**src/rtl/cla_pkg.sv**
```systemverilog
// Shared widths for the two-level carry-lookahead adder.
// Group size drives the slice width and the second-level fan-in.
package cla_pkg;
  localparam int ADD_W   = 16;
  localparam int GRP_W   = 4;
  localparam int NUM_GRP = ADD_W / GRP_W;
endpackage

```
**src/rtl/cla_slice_4bit.sv**
```systemverilog
// 4-bit lookahead slice in add mode, 74181 style.
// Exports group generate/propagate for the second-level generator.
module cla_slice_4bit
  import cla_pkg::*;
(
  input  logic [GRP_W-1:0] a,
  input  logic [GRP_W-1:0] b,
  input  logic             cin,
  output logic [GRP_W-1:0] s,
  output logic             grp_g,
  output logic             grp_p
);
  logic [GRP_W-1:0] g;
  logic [GRP_W-1:0] p;
  logic [GRP_W-1:0] c;

  assign g = a & b;
  assign p = a | b;

  // Every internal carry is flattened to sum-of-products, no ripple.
  assign c[0] = cin;
  assign c[1] = g[0] | (p[0] & cin);
  assign c[2] = g[1] | (p[1] & g[0])
              | (p[1] & p[0] & cin);
  assign c[3] = g[2] | (p[2] & g[1])
              | (p[2] & p[1] & g[0])
              | (p[2] & p[1] & p[0] & cin);

  assign s = a ^ b ^ c;

  assign grp_g = g[3] | (p[3] & g[2])
               | (p[3] & p[2] & g[1])
               | (p[3] & p[2] & p[1] & g[0]);
  assign grp_p = &p;
endmodule

```
**src/rtl/cla_adder_16bit.sv**
```systemverilog
// 16-bit two-level carry-lookahead adder with registered sum/carry.
// Four slices plus a 74182-style carry generator feeding one flop stage.
module cla_adder_16bit
  import cla_pkg::*;
(
  input  logic             clk,
  input  logic             rst_n,
  input  logic [ADD_W-1:0] A,
  input  logic [ADD_W-1:0] B,
  input  logic             Cin,
  output logic [ADD_W-1:0] S,
  output logic             Cout
);
  logic [NUM_GRP-1:0] gg;
  logic [NUM_GRP-1:0] gp;
  logic [NUM_GRP-1:0] gc;
  logic [ADD_W-1:0]   s_d;
  logic               cout_d;

  for (genvar k = 0; k < NUM_GRP; k++) begin : g_slice
    cla_slice_4bit u_slice (
      .a     (A[k*GRP_W +: GRP_W]),
      .b     (B[k*GRP_W +: GRP_W]),
      .cin   (gc[k]),
      .s     (s_d[k*GRP_W +: GRP_W]),
      .grp_g (gg[k]),
      .grp_p (gp[k])
    );
  end

  assign gc[0] = Cin;
  assign gc[1] = gg[0] | (gp[0] & Cin);
  assign gc[2] = gg[1] | (gp[1] & gg[0])
               | (gp[1] & gp[0] & Cin);
  assign gc[3] = gg[2] | (gp[2] & gg[1])
               | (gp[2] & gp[1] & gg[0])
               | (gp[2] & gp[1] & gp[0] & Cin);
  assign cout_d = gg[3] | (gp[3] & gg[2])
                | (gp[3] & gp[2] & gg[1])
                | (gp[3] & gp[2] & gp[1] & gg[0])
                | (gp[3] & gp[2] & gp[1] & gp[0] & Cin);

  always_ff @(posedge clk or negedge rst_n) begin
    if (!rst_n) begin
      S    <= '0;
      Cout <= 1'b0;
    end else begin
      S    <= s_d;
      Cout <= cout_d;
    end
  end
endmodule

```
**config.mk**
```make
export PLATFORM = sky130hd
export DESIGN_NAME = cla_adder_16bit
export DESIGN_NICKNAME = d
export VERILOG_FILES = /design/src/rtl/cla_pkg.sv /design/src/rtl/cla_slice_4bit.sv /design/src/rtl/cla_adder_16bit.sv
export SDC_FILE = /design/constraint.sdc
export NUM_CORES = 1
export LEC_CHECK = 0
export BUFFER_PORTS_ARGS = -buffer_cell sky130_fd_sc_hd__buf_2
export CORE_MARGIN = 2
export CORE_UTILIZATION = 45
export DETAILED_ROUTE_END_ITERATION = 10
export PLACE_DENSITY = 0.83
export SYNTH_ARGS = -nofsm -noshare
export SYNTH_HDL_FRONTEND = slang
export SYNTH_HIERARCHICAL = 1
export SYNTH_SLANG_ARGS = --single-unit
```
**constraint.sdc**
```tcl
create_clock -name clk -period 0.8 [get_ports clk]
set_input_delay 0.04 -clock clk [delete_from_list [all_inputs] [get_ports clk]]
set_output_delay 0.04 -clock clk [all_outputs]
set_load 0.03 [all_outputs]
```
==> impl_metrics.tcl <==
set metrics [dict create \
    status "finished with violations" \
    violations "negative setup slack" \
    dr.pass1.iters 4 \
    placedCellCount 287 \
    postLayoutCoreUtil_pct 73.3 \
    grt.busiest_layer "met2" \
    combPwrFrac_pct 53.2 \
    ys_ff_latch 17 \
    wl_um 3270 \
    synthSimpleGateAreaFrac_pct 3.96 \
    avgSynthCellArea_um2 9.59 \
    fill_cells 235 \
    setup-tns-final_ps -11440 \
    layout.cells.non_filler 294 \
    slew_headroom_pct 70.0 \
    synthAdderAreaFrac_pct 35.0 \
    cellPowerDensity_nw_per_um2 1410 \
    port_buffers 51 \
    finalSetupViolations 31 \
    cts-root-buf "clkbuf_4" \
    dieArea_um2 3850 \
    wl_per_cell_um 11.1 \
    seqPwrFrac_pct 33.2 \
    cts_max_level 1 \
    die_x_um 62.0 \
    fmax_ghz 0.575 \
    worstPathRequired_ps 1030 \
    num-nets-final 324 \
    drc 0 \
    io_pins 52 \
    slew_viol_final 0 \
    rsz0062_at_grt "yes" \
    grt_max_degree 18 \
    min_to "S[11]$_DFF_PN0_" \
    globalRouteOverflowTotal 0 \
    synth_compound_area_share_pct 13.1 \
    holdWs_ps 120 \
    p_clk_share_pct 13.6 \
    p_leak_nw 1.34 \
    placed_area_um2 2120 \
    swShare_pct 37.5 \
    vias_per_cell 4.41 \
    cts_sinks 17 \
    ir_drop_mv 0.575 \
    min_path_type "in -> reg" \
    postLayoutCellArea_um2 2410 \
    met1_usage_pct 19.0 \
    grt_pass1_vias 1247 \
    clk_pin_slew_ps 100 \
    grt_usage_pct 17.4 \
    cts_tree "yes" \
    drv_cap 0 \
    worstMarginPinSlew_ps 446 \
    dp_slack_ps -1290 \
    syn_inst 158 \
    core-area_um2 3280 \
    p_int_mw 2.13 \
    num_antenna_cells 0 \
    gp_congestion 0.796 \
    syn_to_final_growth_pct 58.9 \
    cts_made_buffers 3 \
    finalCritPeriodShare_pct 218 \
    num_vias 1297 \
    ant_nets 0 \
    drive_gt1_share_pct 48.4 \
    initial_core_util_pct 46.1 \
    hold_start "B[11]" \
    grt_use_met3_pct 2.28 \
    synth_cell_types 16 \
    syn_area_um2 1520 \
    end_kind "register" \
    p_sw_mw 1.28 \
    dpl.hpwl_um 2480 \
    antenna_found_initial 0 \
    worst_slack_ps -940 \
    clk_path_buf_depth 2 \
    yosysSeqAreaShare_pct 28.1 \
    period_minus_slack_ps 1740 \
    synth_top_family_by_area "adder cells" \
    yosys_warnings 6 \
    hold_viol 0 \
    p_total_mw 3.40 \
    drtIter0Drc 60 \
    critPathKind "in -> reg" \
    muxShareOfSynthArea_pct 0 \
    met2_usage_pct 32.9 \
    syn_nets 233 \
    die_h_um 62.0 \
    synthXorXnorAreaFrac_pct 6.94 \
    cp.arrival_ps 1970 \
    grt_pass1_wl_um 4920 \
    path_max_fanout 3 \
    whs_path_depth 4 \
    crit_path_start_kind "primary input" \
    placementRows 21 \
]
-- cell usage after synthesis (all sizes together) --
cell	number	share of area [%]
a21oi	8	3.6
a21o	8	4.3
ha	36	30
o21bai	4	2.0
xor2	4	2.3
inv	52	13
nor2	4	0.99
a31o	1	0.58
xnor2	8	4.6
fa	4	5.3
a221o	4	2.6
nor4	4	1.7
dfrtp	17	28
nor3	4	1.3
-- cell usage in the layout (no fill, tap or decap), drive strengths merged --
| master | count |
|---|---|
| xor2 | 4 |
| nor4 | 4 |
| buf | 85 |
| ha | 36 |
| clkbuf | 4 |
| nor3 | 4 |
| inv | 52 |
| dlygate4sd3 | 1 |
| o21bai | 4 |
| dfrtp | 17 |
| fa | 4 |
| xnor2 | 8 |
| a21o | 8 |
| a21oi | 8 |
| nor2 | 4 |
| a31o | 1 |
| a221o | 4 |
-- cells by family after synthesis --
logic type	after synthesis
AOI/OAI and AO/OA	25
xor gates and xnor gates	12
adders and majority gates	40
buffers and inverters	52
DFF	17
and+or+nand+nor	12
-- layout make-up --
class | count | area (um^2) | area share (%)
multi-input cells | 89 | 1000 | 41.5
repair buffers | 86 | 673 | 28.0
flip-flops and latches | 17 | 425 | 17.7
inverters | 52 | 225 | 9.36
well taps | 46 | 57.6 | 2.39
clock buffers | 4 | 26.3 | 1.09
-- sequential cells by signal, summed over array words and instances (netlist names) --
| register | count |
|---|---|
| S | 16 |
| Cout | 1 |
-- power by group through the flow --
stage               combinational (mW)  sequential [mW]  clock (mW)
global placement                  1.43             1.10           0
CTS                               1.74             1.13       0.467
finish                            1.81             1.13       0.462
detailed placement                1.46             1.10           0
global route                      1.97             1.15       0.524
floorplan                        0.508             1.48           0
-- critical path, stage by stage --
cell and delay (ps):
buf_12 110, inv_12 40, ha_4 150, nor2_4 30, a221o_1 340, a21o_2 200
a21o_1 170, a21o_1 170, a21o_1 190, inv_2 60, fa_1 400, inv_1 60
-- repair_timing --
| action | in CTS | in global routing |
|---|---|---|
| endpoints found under the setup margin | 31 | 32 |
| buffers inserted | 1 | 2 |
| endpoints found under the hold margin | 17 | 0 |
| hold buffers | 1 | 0 |
| resized for setup | 56 | 15 |
| pin swaps | 12 | 14 |
-- metal layers --
layer	wire, um	up-vias
met4	114	0
met1	1270	583
met3	138	10
met2	1740	40
met5	0	-
li1	-	664
-- worst max path at each step --
stage | startpoint | depth (start not counted) | endpoint | slack [ps]
6_report | B[2] | 12 | S[12]$_DFF_PN0_ | -940
5_1_grt | B[2] | 12 | S[12]$_DFF_PN0_ | -1020
4_1_cts | A[2] | 12 | S[12]$_DFF_PN0_ | -930
3_5_place_dp | B[2] | 12 | S[12]$_DFF_PN0_ | -1290
3_3_place_gp | B[2] | 12 | S[12]$_DFF_PN0_ | -1220
2_1_floorplan | B[2] | 11 | S[12]$_DFF_PN0_ | -1120
Note: power is estimated with default switching activity, not from simulation.
